**src/rtl/regfile_ctrl_pkg.sv**
```systemverilog
// Shared types and encodings for the register-file access sequencer.
// The operation encodings match the register file's own read/write encoding.
package regfile_ctrl_pkg;

    localparam int REG_IDX_W = 5;

    localparam logic READ_REG  = 1'b0;
    localparam logic WRITE_REG = 1'b1;

    localparam logic [REG_IDX_W-1:0] REG_ZERO = 5'd0;

    typedef enum logic [2:0] {
        ST_IDLE,
        ST_WRITE,
        ST_READ1,
        ST_READ2,
        ST_RESP
    } state_e;

endpackage

```
**src/rtl/regfile_access_ctrl.sv**
```systemverilog
// Shares the single-port register file between decode (two-operand reads) and
// writeback (one write), with bounded write priority so reads are never starved.
module regfile_access_ctrl
    import regfile_ctrl_pkg::*;
#(
    parameter int WB_BURST_MAX = 4
) (
    input  logic        clk,
    input  logic        rst_n,

    input  logic        rd_req_valid,
    output logic        rd_req_ready,
    input  logic [4:0]  rs1_addr,
    input  logic [4:0]  rs2_addr,
    output logic        rd_rsp_valid,
    input  logic        rd_rsp_ready,
    output logic [31:0] rs1_data,
    output logic [31:0] rs2_data,

    input  logic        wb_valid,
    output logic        wb_ready,
    input  logic [4:0]  wb_addr,
    input  logic [31:0] wb_data,

    output logic [31:0] rf_address,
    output logic [31:0] rf_input,
    output logic        rf_operation,
    input  logic [31:0] rf_output
);

    localparam logic [3:0] BURST_MAX = 4'(WB_BURST_MAX);
    localparam int         PAD_W     = 32 - REG_IDX_W;

    state_e                 state_q, state_d;
    logic [3:0]             burst_cnt_q, burst_cnt_d;
    logic [REG_IDX_W-1:0]   wb_addr_q, wb_addr_d;
    logic [31:0]            wb_data_q, wb_data_d;
    logic [REG_IDX_W-1:0]   rs1_q, rs1_d;
    logic [REG_IDX_W-1:0]   rs2_q, rs2_d;
    logic [31:0]            rs1_data_q, rs1_data_d;
    logic [31:0]            rs2_data_q, rs2_data_d;
    logic                   force_rd;

    assign force_rd = (burst_cnt_q == BURST_MAX);
    assign rs1_data = rs1_data_q;
    assign rs2_data = rs2_data_q;

    always_comb begin
        state_d      = state_q;
        burst_cnt_d  = burst_cnt_q;
        wb_addr_d    = wb_addr_q;
        wb_data_d    = wb_data_q;
        rs1_d        = rs1_q;
        rs2_d        = rs2_q;
        rs1_data_d   = rs1_data_q;
        rs2_data_d   = rs2_data_q;
        wb_ready     = 1'b0;
        rd_req_ready = 1'b0;
        rd_rsp_valid = 1'b0;
        rf_address   = '0;
        rf_input     = '0;
        rf_operation = READ_REG;

        case (state_q)
            ST_IDLE: begin
                wb_ready     = wb_valid && !(force_rd && rd_req_valid);
                rd_req_ready = !wb_valid || force_rd;
                if (wb_valid && wb_ready) begin
                    wb_addr_d = wb_addr;
                    wb_data_d = wb_data;
                    state_d   = ST_WRITE;
                    if (rd_req_valid && (burst_cnt_q != BURST_MAX)) begin
                        burst_cnt_d = burst_cnt_q + 4'd1;
                    end
                end else if (rd_req_valid && rd_req_ready) begin
                    rs1_d       = rs1_addr;
                    rs2_d       = rs2_addr;
                    state_d     = ST_READ1;
                    burst_cnt_d = '0;
                end
                if (!rd_req_valid) begin
                    burst_cnt_d = '0;
                end
            end
            ST_WRITE: begin
                rf_address   = {{PAD_W{1'b0}}, wb_addr_q};
                rf_input     = wb_data_q;
                // x0 is hardwired zero: the cycle is spent but turned into a read.
                rf_operation = (wb_addr_q == REG_ZERO) ? READ_REG : WRITE_REG;
                state_d      = ST_IDLE;
            end
            ST_READ1: begin
                rf_address = {{PAD_W{1'b0}}, rs1_q};
                rs1_data_d = (rs1_q == REG_ZERO) ? '0 : rf_output;
                state_d    = ST_READ2;
            end
            ST_READ2: begin
                rf_address = {{PAD_W{1'b0}}, rs2_q};
                rs2_data_d = (rs2_q == REG_ZERO) ? '0 : rf_output;
                state_d    = ST_RESP;
            end
            ST_RESP: begin
                rd_rsp_valid = 1'b1;
                if (rd_rsp_ready) begin
                    state_d = ST_IDLE;
                end
            end
            default: begin
                state_d = ST_IDLE;
            end
        endcase
    end

    always_ff @(posedge clk or negedge rst_n) begin
        if (!rst_n) begin
            state_q     <= ST_IDLE;
            burst_cnt_q <= '0;
            wb_addr_q   <= '0;
            wb_data_q   <= '0;
            rs1_q       <= '0;
            rs2_q       <= '0;
            rs1_data_q  <= '0;
            rs2_data_q  <= '0;
        end else begin
            state_q     <= state_d;
            burst_cnt_q <= burst_cnt_d;
            wb_addr_q   <= wb_addr_d;
            wb_data_q   <= wb_data_d;
            rs1_q       <= rs1_d;
            rs2_q       <= rs2_d;
            rs1_data_q  <= rs1_data_d;
            rs2_data_q  <= rs2_data_d;
        end
    end

endmodule

```
**config.mk**
```make
export PLATFORM = sky130hd
export DESIGN_NAME = regfile_access_ctrl
export DESIGN_NICKNAME = d
export VERILOG_FILES = /design/src/rtl/regfile_ctrl_pkg.sv /design/src/rtl/regfile_access_ctrl.sv
export SDC_FILE = /design/constraint.sdc
export NUM_CORES = 1
export LEC_CHECK = 0
export CAP_MARGIN = 20
export CORE_MARGIN = 2
export CORE_UTILIZATION = 39
export CTS_CLUSTER_SIZE = 8
export DETAILED_ROUTE_END_ITERATION = 16
export PLACE_DENSITY_LB_ADDON = 0.3
export SETUP_SLACK_MARGIN = 0.1
export SLEW_MARGIN = 20
export SYNTH_ARGS = -nofsm -noshare
export SYNTH_HDL_FRONTEND = slang
export SYNTH_SLANG_ARGS = --single-unit
export TNS_END_PERCENT = 1
```
**constraint.sdc**
```tcl
create_clock -name clk -period 1.9 [get_ports clk]
set_input_delay 0.285 -clock clk [delete_from_list [all_inputs] [get_ports clk]]
set_output_delay 0.285 -clock clk [all_outputs]
set_load 0.02 [all_outputs]
```
==> impl_summary.txt, run 1 <==
----------------------------------------------------
[STA]
  Time the final worst path needs with I/O delays and setup ... about 2.0 ns
  Timing-limited maximum frequency ... 0.5115 GHz
  Pin slew with the least headroom to its limit ... 0.6278 ns
  Setup repair after global routing missed its margin ... yes
  Hold slack ... approximately 0.45 ns
  Sum Neg Setup Slack ... -0.7654 ns
  Slew margin rel. ... between 50% and 60%
  Period Utilization, post-route ... 102.9%
  Worst path setup slack after routing ... -0.05505 ns
  Slew Viols, Final ... 0
  Hold Fails Final Rpt ... 0
  Setup clock skew after layout ... approximately 0.0052 ns
  Final setup violation count ... 32

[Drt]
  Antenna viol nets, final ... 0
  Violation count after the first detailed-routing iteration ... 214
  Drt wl/cell ... ~16 µm
  WL final ... 14140 µm
  DR vias/cell ... around 4.8
  Number of iterations in the first detailed-routing pass ... 4
  Post-route DRC violation count ... 0
  Detailed-route via count ... roughly 4400

[Setup path]
  Kind of end point of the critical path ... flop
  Required time reported for the critical path endpoint ... 2.19 ns
  Sort of element at the start of the critical path ... flop
  Critical path fanouts, max ... 5
  Crit Path Category ... reg -> reg
  Critical path data arrival time ... between 2 and 2.5 ns

[Place]
  Post-DP HPWL ... roughly 9300 µm
  Number of port buffers ... approximately 190
  Post-Place Setup Slack ... -0.1020 ns
  Placed Area ... between 0.007 and 0.008 mm²
  Global placer's final weighted congestion ... 0.8240
  Placed insts ... about 870

[Cells and area]
  Layout Area Growth over Synthesis ... 59.55%
  Utilization after layout ... about 63%
  Share of cells above drive strength 1 ... approximately a quarter
  Area occupied by registers ... slightly below 0.003 mm²
  Antenna fix cells ... 0
  Combined area of the multi-input logic cells ... around 0.0022 mm²
  Fill cell count ... between 1000 and 1500
  Post-route standard cell area excluding fillers ... roughly 0.0083 mm²
  # nets final ... 810
  Final non-filler cell total ... approximately 910

[Clock tree]
  CTS Buf Count ... 17
  CTS tree ... yes
  Count of clock tree sinks ... 118
  H-tree depth ... 4
  Clock transition time at the flip-flop clock pins of the worst setup and hold paths ... ~0.05 ns
  Skew-Pair Late Insertion Delay ... 0.40 ns
  Clock tree root buffer cell ... clkbuf_16
  Number of buffers on the longest clock path ... 2

[Floorplan]
  Number of I/O pins ... roughly 220
  Starting density of the core ... just under 40%
  Area of the core region ... roughly 0.013 mm²
  Horizontal die dimension ... 119.8 µm
  Area of the die ... 0.01435 mm²
  Height of the chip ... approximately 120 µm
  Site Rows ... between 40 and 50

[GRT]
  Leftover overflow at the end of global routing ... 0
  Overall routing resource usage ... approximately a fifth
  Antenna violations before repair ... 0
  Largest net degree at the start of global routing ... between 100 and 150
  Number of global-route vias before repair ... roughly 4500
  Wire length of the first global-routing pass ... between 20000 and 25000 µm

[Synthesis]
  Biggest area contributors in the synthesized netlist ... dfrtp_1 (56%), mux2_2 (11%), nand2_1 (9.5%)
  Asr flop ratio synth ... 100.0%
  Number of synthesized register bits ... between 100 and 150
  Area share of and/or/nand/nor cells after synthesis ... between 10% and 20%
  Number of flops mapped to enable cells by yosys ... 0
  Number of standard cells after synthesis ... just over 500
  Largest family of logic cells by synthesized area ... simple AND/OR/NAND/NOR gates
  Top-area cell type share of the netlist area ... between 50% and 60%
  Cell Area, Synth ... roughly 0.0052 mm²
  Multiplexer share of the synthesized area ... 11.20%
  Adder-cell share of the synthesized area ... less than 1%
  Unique cell type count in the Yosys netlist ... 33
  Most frequent cell after synthesis ... nand2_1
  Share of the synthesized area in compound gates (AO/OA/AOI/OAI) ... just under 9%
  Cell taking the most area after synthesis ... dfrtp_1
  Fraction of the yosys area taken by sequential cells ... a little under three fifths
  Total number of yosys warnings ... 0
  Most frequent cells after synthesis ... nand2_1 (133), dfrtp_1 (118), o21ai_0 (65)
  Average cell area after synthesis ... 10.30 µm²
  Xor and xnor area share after synthesis ... 0%
  Dominant register cell in the synthesized netlist ... dfrtp_1

[Power and ir drop]
  PnR Total Power ... 15.11 mW
  VDD IR max ... about 950 µV
  Cell area power density ... 1811 mW/mm²
  Leakage power of the design ... roughly 3.8 nW

[Run status]
  Outcome ... finished with violations
  Violations in the final reports ... setup timing

[Job]
  Maximum Capacitance Violations ... 0

[Worst hold path]
  Hold WC Path Type ... in -> reg

----------------------------------------------------
## power breakdown
part | total [mW] | switching, mW | internal (mW)
Combinational | 7.64 | 3.65 | 3.99
Clock | 2.97 | 1.03 | 1.95
Sequential | 4.50 | 0.744 | 3.76
## cells in the final DEF, fill, tap and decap left out, types with 3 or more instances in the layout
cell type / instances
buf_12: 10
nand2_1: 133
mux2_4: 28
and2_4: 17
buf_6: 37
dfrtp_1: 116
and2_1: 16
buf_4: 29
buf_2: 3
conb_1: 27
o21ai_0: 65
clkbuf_16: 17
nor2_1: 6
mux2_2: 24
a22oi_2: 4
inv_1: 5
clkinv_2: 4
clkdlybuf4s50_1: 146
or4_1: 3
## path summary, 6_finish.rpt
check / startpoint / endpoint / slack, ns / cells after the start
worst max-delay path: state_q[2] / rs1_q[1] / -0.06 / 7
worst min-delay path: rd_rsp_ready / state_q[2] / 0.45 / 3
worst max register to register: state_q[2] / rs1_q[1] / -0.06 / 7
worst min register to register: rs1_data[24] / rs1_data[24] / 0.47 / 2
max in group asynchronous: rst_n / state_q[0] / 0.90 / 3
min in group asynchronous: rst_n / wb_data_q[20] / 0.52 / 3
## metal layers
| layer | vias to the layer above | GRT usage (%) | wire [µm] |
|---|---|---|---|
| li1 | 2062 | - | - |
| met1 | 2130 | 25.22 | 6041 |
| met5 | - | 0 | 0 |
| met4 | 0 | 7.353 | 199 |
| met2 | 174 | 33.61 | 6840 |
| met3 | 15 | 7.177 | 1056 |
## kinds of logic after synthesis
logic type,after synthesis
buffers and inverters,63
and+or+nand+nor,190
muxes,52
adders and majority gates,2
AOI/OAI and AO/OA,82
DFF,118
other,1
## state kept, by name, indices dropped and copies added, names as in the netlist
| name | cells |
|---|---|
| burst_cnt_q | 4 |
| state_q | 3 |
| rs1_q | 5 |
| wb_data_q | 32 |
| rs1_data | 32 |
| wb_addr_q | 5 |
| rs2_q | 5 |
| rs2_data | 32 |
## worst max-delay path: stages (launching register included)
cell and delay (ns):
dfrtp_1 0.43, buf_6 0.14, or3_4 0.39, buf_6 0.13
a211oi_4 0.16, buf_6 0.16, buf_12 0.12, mux2_4 0.30
## final cells by class
class	count	share of cell area, %
clock buffers	21	5.518
multi-input cells	353	26.72
clock inverters	6	0.9597
inverters	6	0.2699
well taps	176	2.639
flip-flops and latches	118	35.42
repair buffers	228	28.48
## timing repair
item                                    CTS  global route
endpoints found under the setup margin   88            89
buffers inserted                          5             2
endpoints found under the hold margin     2             0
cloned                                    2             0
pin swaps                                 7            18
hold buffers                              1             0
gates resized for setup                 257            38
Note: power is estimated with default switching activity, not from simulation.
==> run 2: changes to the inputs <==
--- a/config.mk
+++ b/config.mk
@@ -10,6 +10,7 @@
 export CORE_UTILIZATION = 39
 export CTS_CLUSTER_SIZE = 8
 export DETAILED_ROUTE_END_ITERATION = 16
+export MAX_ROUTING_LAYER = met4
 export PLACE_DENSITY_LB_ADDON = 0.3
 export SETUP_SLACK_MARGIN = 0.1
 export SLEW_MARGIN = 20
==> run 2 against run 1 <==
Effect of this change:
- the flow still finishes with violations (setup timing)
- design area unchanged
- utilization did not move
- via count decreased by 0.14%
- die area did not move
- sequential power about the same
- critical path type unchanged
- highest routed layer unchanged
==> impl_summary.txt, run 2 (same netlist as run 1, synthesis figures left out) <==
----------------------------------------------------
[Run status]
  Outcome ... finished with violations
  Violations in the final reports ... setup timing

[Worst hold path]
  Number of cells on the worst hold path ... 3 (unchanged)
  Hold WC Path Type ... in -> reg
  Sink of the worst hold path ... state_q[2]
  Critical hold path startpoint ... rd_rsp_ready

[Clock tree]
  CTS Buf Count ... 17 (unchanged)
  Clock tree root buffer cell ... clkbuf_16
  Number of buffers on the longest clock path ... 2 (unchanged)
  Clock transition time at the flip-flop clock pins of the worst setup and hold paths ... 0.05 ns (about the same)
  CTS tree ... yes
  Count of clock tree sinks ... 118 (unchanged)
  H-tree depth ... 4 (unchanged)
  Skew-Pair Late Insertion Delay ... 0.41 ns (about the same)

[GRT]
  Wire length of the first global-routing pass ... 22930 µm (-0.21%)
  Number of global-route vias before repair ... 4519 (+0.24%)
  Overall routing resource usage ... 21.13% (+0.59 points)
  Antenna violations before repair ... 0 (unchanged)
  Largest net degree at the start of global routing ... 119 (unchanged)
  Leftover overflow at the end of global routing ... 0 (unchanged)

[Place]
  Post-Place Setup Slack ... -0.1020 ns (unchanged)
  Placed insts ... 871 (unchanged)
  Global placer's final weighted congestion ... 0.8365 (+1.5%)
  Post-DP HPWL ... 9334 µm (unchanged)
  Number of port buffers ... 188 (unchanged)

[Power and ir drop]
  VDD IR max ... 948.3 µV (+0.25%)
  Cell area power density ... 1812 mW/mm² (about the same)
  Leakage power of the design ... 3.774 nW (unchanged)

[Setup path]
  CP cell instances ... buf_6 -> or3_4 -> buf_6 -> a211oi_4 -> buf_6 -> buf_12 -> mux2_4
  Critical path fanouts, max ... 5 (unchanged)
  R2r worst-path depth ... 7 (unchanged)
  Required time reported for the critical path endpoint ... 2.19 ns (about the same)
  Kind of end point of the critical path ... flop
  Critical path data arrival time ... 2.24 ns (about the same)
  Crit Path Category ... reg -> reg
  Library cell contributing the largest single delay on the critical path ... dfrtp_1
  Sort of element at the start of the critical path ... flop
  Reg-to-reg critical path endpoint ... rs1_q[1]
  Launch instance of the worst register-to-register path ... state_q[2]
  R2R Setup Slk ... -0.05 ns (about the same)
  Crit-path max cell delay ... 0.43 ns (about the same)
  Cell repeated most along the worst path ... buf_6

[Cells and area]
  # nets final ... 810 (unchanged)
  Final non-filler cell total ... 908 (unchanged)
  Most frequent cells in the layout ... clkdlybuf4s50_1 (146), nand2_1 (133), dfrtp_1 (116)
  Share of cells above drive strength 1 ... 26.09% (unchanged)
  Fill cell count ... 1059 (unchanged)
  Antenna fix cells ... 0 (unchanged)
  Most frequent standard cell in the layout excluding fill and tap cells ... clkdlybuf4s50_1
  Layout Area Growth over Synthesis ... 59.55% (unchanged)

[STA]
  Final setup violation count ... 38 (+19%)
  Worst path setup slack after routing ... -0.05233 ns (+0.002727 ns)
  Sum Neg Setup Slack ... -0.7652 ns (+0.0002030 ns)
  Hold Fails Final Rpt ... 0 (unchanged)
  Timing-limited maximum frequency ... 0.5122 GHz (+0.14%)
  Period Utilization, post-route ... 102.8% (-0.14 points)
  Slew Viols, Final ... 0 (unchanged)
  Setup clock skew after layout ... 0.005040 ns (-0.0001852 ns)
  Slew margin rel. ... 57.88% (-0.26 points)
  Pin slew with the least headroom to its limit ... 0.6318 ns (+0.003957 ns)
  Setup repair after global routing missed its margin ... yes
  Time the final worst path needs with I/O delays and setup ... 1.952 ns (-0.002727 ns)
  Hold slack ... 0.4497 ns (-0.001104 ns)

[Job]
  Maximum Capacitance Violations ... 0 (unchanged)

[Drt]
  Antenna viol nets, final ... 0 (unchanged)
  WL final ... 14190 µm (+0.35%)
  Number of iterations in the first detailed-routing pass ... 5 (+1)
  Detailed-route via count ... 4375 (-0.14%)
  Post-route DRC violation count ... 0 (unchanged)
  Drt wl/cell ... 15.62 µm (+0.35%)
  Violation count after the first detailed-routing iteration ... 214 (unchanged)
  DR vias/cell ... 4.818 (-0.14%)

[Floorplan]
  Starting density of the core ... 39.65% (unchanged)
  Height of the chip ... 119.8 µm (unchanged)
  Site Rows ... 42 (unchanged)
  Number of I/O pins ... 216 (unchanged)
  Area of the die ... 0.01435 mm² (unchanged)
  Horizontal die dimension ... 119.8 µm (unchanged)
  Area of the core region ... 0.01319 mm² (unchanged)

----------------------------------------------------
==> run 2: cell counts in the layout (fill, tap and decap cells not counted) <==
No cell type changed its count.
==> run 2: stage by stage <==
step | power (mW) | utilization [%] | area (µm²)
after floorplan | 8.081 | - | 5368
after global routing | 16.04 | 63.26 | 8344
after detailed placement | 11.42 | 56.57 | 7462
after CTS | 14.92 | 62.19 | 8203
after global placement | 11.22 | 56.57 | 7462
final | 15.12 | 63.26 | 8344
==> run 2: critical path: cells and delay by family (launching register included) <==
family,cells,cell delay [ns]
buf+inv,4,0.55
compound gates,1,0.16
flops,1,0.43
simple gates,1,0.39
mux,1,0.30
==> run 2: where the power goes <==
part	leakage [nW]	total, mW	switching (mW)	internal [mW]
clock network	0.270	2.98	1.03	1.95
registers	1.44	4.50	0.745	3.76
logic	2.07	7.65	3.65	3.99
==> run 2: worst max-delay path by stage <==
| stage | from | to | slack, ns | cells after the start |
|---|---|---|---|---|
| 4_1_cts | state_q[1] | rf_address[3] | -0.05 | 5 |
| 2_1_floorplan | burst_cnt_q[0] | wb_addr_q[0] | 0.07 | 7 |
| 3_3_place_gp | state_q[1] | wb_ready | -0.07 | 5 |
| 3_5_place_dp | state_q[0] | rf_input[18] | -0.10 | 4 |
| 5_1_grt | state_q[1] | rf_input[25] | -0.14 | 5 |
| 6_report | state_q[2] | rs1_q[1] | -0.05 | 7 |
==> run 2: layout make-up <==
| type | count | area (µm²) | area share [%] |
|---|---|---|---|
| Clock buffer | 21 | 460.4 | 5.518 |
| Timing Repair Buffer | 228 | 2376 | 28.48 |
| Inverter | 6 | 22.52 | 0.2699 |
| Multi-Input combinational cell | 353 | 2230 | 26.72 |
| Sequential cell | 118 | 2955 | 35.42 |
| Clock inverter | 6 | 80.08 | 0.9597 |
| Tap cell | 176 | 220.2 | 2.639 |
==> run 2: routing by layer <==
layer	part of all wire, %	wire (µm)	GRT usage [%]	vias to the layer above
met2	48	6839	33.68	182
met1	44	6216	25.75	2109
met4	1.3	178	7.574	0
li1	-	-	-	2064
met3	6.7	952	6.131	20
met5	0	0	-	-
==> run 2: what timing repair did <==
| item | 4_1_cts | 5_1_grt |
|---|---|---|
| gates resized for setup | 257 | 38 |
| cloned | 2 | 0 |
| setup buffers | 5 | 2 |
| endpoints found under the setup margin | 88 | 89 |
| pin swaps | 7 | 18 |
| hold endpoints to repair | 2 | 0 |
| hold buffers | 1 | 0 |
==> run 3: changes to the inputs <==
--- a/config.mk
+++ b/config.mk
@@ -6,7 +6,6 @@
 export NUM_CORES = 1
 export LEC_CHECK = 0
 export CAP_MARGIN = 20
-export CORE_MARGIN = 2
 export CORE_UTILIZATION = 39
 export CTS_CLUSTER_SIZE = 8
 export DETAILED_ROUTE_END_ITERATION = 16
==> run 3 against run 2 <==
Effect of this change:
- die area fell by 3.3%
- clock power rose by 18%
- highest routed layer unchanged
- critical endpoint is now rf_input[2]
- largest power group unchanged
- the flow still finishes with violations (setup timing)
- design area rose by 0.37%
- critical path type is now reg -> out
==> impl_summary.txt, run 3 (same netlist as run 1, synthesis figures left out) <==
----------------------------------------------------
[Power and ir drop]
  Internal portion of total power ... 10.04 mW (+3.5%)
  Sw Ratio ... 35.27% (-0.62 points)
  VDD IR max ... 922.8 µV (-2.7%)
  Relative contribution of the clock network to total power ... 22.7% (+3.0 points)
  Switch Pwr ... 5.469 mW (+0.77%)
  Share of total power in combinational logic ... 48.2% (-2.4 points)
  Sequential share of power ... 29.1% (-0.7 points)
  Leakage power of the design ... 3.780 nW (+0.16%)
  PnR Total Power ... 15.51 mW (+2.5%)
  Cell area power density ... 1852 mW/mm² (+2.2%)

[Cells and area]
  Fill cell count ... 1020 (-3.7%)
  Share of cells above drive strength 1 ... 27.64% (+1.5 points)
  # nets final ... 811 (+0.12%)
  Utilization after layout ... 65.31% (+2.0 points)
  Antenna fix cells ... 0 (unchanged)
  Most frequent cells in the layout ... clkdlybuf4s50_1 (146), nand2_1 (133), dfrtp_1 (116)
  Most frequent standard cell in the layout excluding fill and tap cells ... clkdlybuf4s50_1
  Area occupied by registers ... 0.002955 mm² (unchanged)
  Layout Area Growth over Synthesis ... 60.14%
  Combined area of the multi-input logic cells ... 0.002197 mm² (-1.5%)
  Final non-filler cell total ... 910 (+0.22%)

[Drt]
  Antenna viol nets, final ... 0 (unchanged)
  Drt wl/cell ... 15.74 µm (+0.72%)
  Number of iterations in the first detailed-routing pass ... 4 (-1)
  DR vias/cell ... 4.801 (-0.36%)
  Post-route DRC violation count ... 0 (unchanged)
  Detailed-route via count ... 4369 (-0.14%)
  Violation count after the first detailed-routing iteration ... 122 (-43%)
  WL final ... 14320 µm (+0.94%)

[GRT]
  Antenna violations before repair ... 0 (unchanged)
  Met1 track utilization from global routing ... 26.75% (+1.0 points)
  Number of global-route vias before repair ... 4582 (+1.4%)
  Global-route layer with the greatest usage ... met2
  Wire length of the first global-routing pass ... 23140 µm (+0.90%)
  Fraction of met2 tracks used by global routing ... 34.93% (+1.2 points)
  GR Util met3 ... 6.250% (+0.12 points)
  Largest net degree at the start of global routing ... 40 (-66%)
  Leftover overflow at the end of global routing ... 0 (unchanged)
  Overall routing resource usage ... 22.00% (+0.88 points)

[Setup path]
  Startpoint of the most critical setup path ... state_q[1]
  Launch instance of the worst register-to-register path ... state_q[1]
  Crit Path Category ... reg -> out
  Crit-path max cell delay ... 0.41 ns (-0.02 ns)
  Cell count along the critical path ... 6 (-1)
  Sort of element at the start of the critical path ... flop
  Critical path fanouts, max ... 15 (+10)
  CP cell instances ... buf_6 -> nor3b_4 -> buf_4 -> buf_12 -> and2_1 -> buf_6
  Kind of end point of the critical path ... primary output
  Dominant delay contributor by cell family on the critical path ... buffers and inverters
  Cell repeated most along the worst path ... buf_6
  Critical path buffers and inverters ... 4 (unchanged)
  Required time reported for the critical path endpoint ... 1.62 ns (-0.57 ns)
  Reg-to-reg critical path endpoint ... rs2_q[4]
  R2R Setup Slk ... 0.05 ns (+0.10 ns)
  Critical path data arrival time ... 1.73 ns (-0.51 ns)
  R2r worst-path depth ... 6 (-1)
  Library cell contributing the largest single delay on the critical path ... dfrtp_2

[Floorplan]
  Height of the chip ... 117.8 µm (-1.7%)
  Horizontal die dimension ... 117.8 µm (-1.7%)
  Area of the die ... 0.01388 mm² (-3.3%)
  Number of I/O pins ... 216 (unchanged)
  Starting density of the core ... 40.78% (+1.1 points)
  Site Rows ... 41 (-2.4%)
  Area of the core region ... 0.01282 mm² (-2.8%)

[Clock tree]
  H-tree depth ... 4 (unchanged)
  CTS Buf Count ... 17 (unchanged)
  Skew-Pair Late Insertion Delay ... 0.41 ns (about the same)
  Clock tree root buffer cell ... clkbuf_16
  Clock transition time at the flip-flop clock pins of the worst setup and hold paths ... 0.05 ns (about the same)
  Number of buffers on the longest clock path ... 2 (unchanged)
  Count of clock tree sinks ... 118 (unchanged)
  CTS tree ... yes

[STA]
  Hold slack ... 0.4319 ns (-0.01780 ns)
  Setup repair after global routing missed its margin ... yes
  Slew margin rel. ... 61.54% (+3.7 points)
  Setup clock skew after layout ... 0.004295 ns (-0.0007447 ns)
  Hold Fails Final Rpt ... 0 (unchanged)
  Pin slew with the least headroom to its limit ... 0.5770 ns (-0.05481 ns)
  Final setup violation count ... 38 (unchanged)
  Slew Viols, Final ... 0 (unchanged)
  Period Utilization, post-route ... 106.2% (+3.5 points)
  Time the final worst path needs with I/O delays and setup ... 2.018 ns (+0.06572 ns)
  Timing-limited maximum frequency ... 0.4955 GHz (-3.3%)
  Worst path setup slack after routing ... -0.1180 ns (-0.06572 ns)

[Place]
  Post-DP HPWL ... 9931 µm (+6.4%)
  Number of port buffers ... 188 (unchanged)
  Global placer's final weighted congestion ... 0.8371 (about the same)
  Post-Place Setup Slack ... -0.1503 ns (-0.04836 ns)
  Placed insts ... 872 (+0.11%)

[Job]
  Maximum Capacitance Violations ... 0 (unchanged)

[Run status]
  Outcome ... finished with violations
  Violations in the final reports ... setup timing

[Worst hold path]
  Hold WC Path Type ... in -> async

----------------------------------------------------
-- run 3: cell count changes in the layout (fill, tap and decap cells not counted), sizes merged --
cell | previous run | this run
bufinv | 2 | 5
clkbuf | 21 | 23
buf | 81 | 82
-- run 3: worst reg2reg max path: cells and delay by family, from the launching register on --
family | cells | cell delay, ns
buf+inv | 3 | 0.43
simple gates | 1 | 0.37
compound gates | 1 | 0.19
flops | 1 | 0.41
mux | 1 | 0.33
-- run 3: per-stage QoR --
stage | cell area, µm² | setup TNS, ns
floorplan | 5368 | 0
global placement | 7507 | -3.387
global route | 8376 | -6.624
CTS | 8279 | -3.185
finish | 8376 | -3.069
detailed placement | 7507 | -4.334
-- run 3: cell type report --
cell class	count	share of cell area (%)
inverter	6	0.2689
clock inverter	9	2.032
multi-input combinational	353	26.23
clock buffer	23	5.826
timing repair buffer	229	27.79
sequential	118	35.29
tap	172	2.569
-- run 3: what timing repair did --
action | CTS | global route
hold buffers | 1 | 0
cloned | 1 | 0
setup buffers | 4 | 0
endpoints found under the hold margin | 34 | 0
endpoints found under the setup margin | 75 | 101
pin swaps | 6 | 18
resized for setup | 248 | 32
-- run 3: metal layers --
layer	up-vias	wire length (µm)
met5	-	0
met2	182	6882
met3	22	1045
li1	2065	-
met1	2100	6136
met4	0	255
-- run 3: how the worst max path moves through the flow --
| stage | to | slack, ns |
|---|---|---|
| 6_report | rf_input[2] | -0.12 |
| 5_1_grt | rf_input[15] | -0.21 |
| 4_1_cts | rf_input[29] | -0.12 |
| 3_3_place_gp | rf_input[18] | -0.10 |
| 2_1_floorplan | wb_addr_q[0] | 0.07 |
| 3_5_place_dp | rf_input[12] | -0.15 |
-- run 3: power groups by stage --
stage	sequential (mW)	combinational [mW]	clock, mW
after floorplan	5.12	2.96	0
after global placement	4.44	6.83	0
after detailed placement	4.50	7.00	0
final	4.51	7.47	3.52
after global routing	4.65	8.00	3.71
after CTS	4.49	7.33	3.60
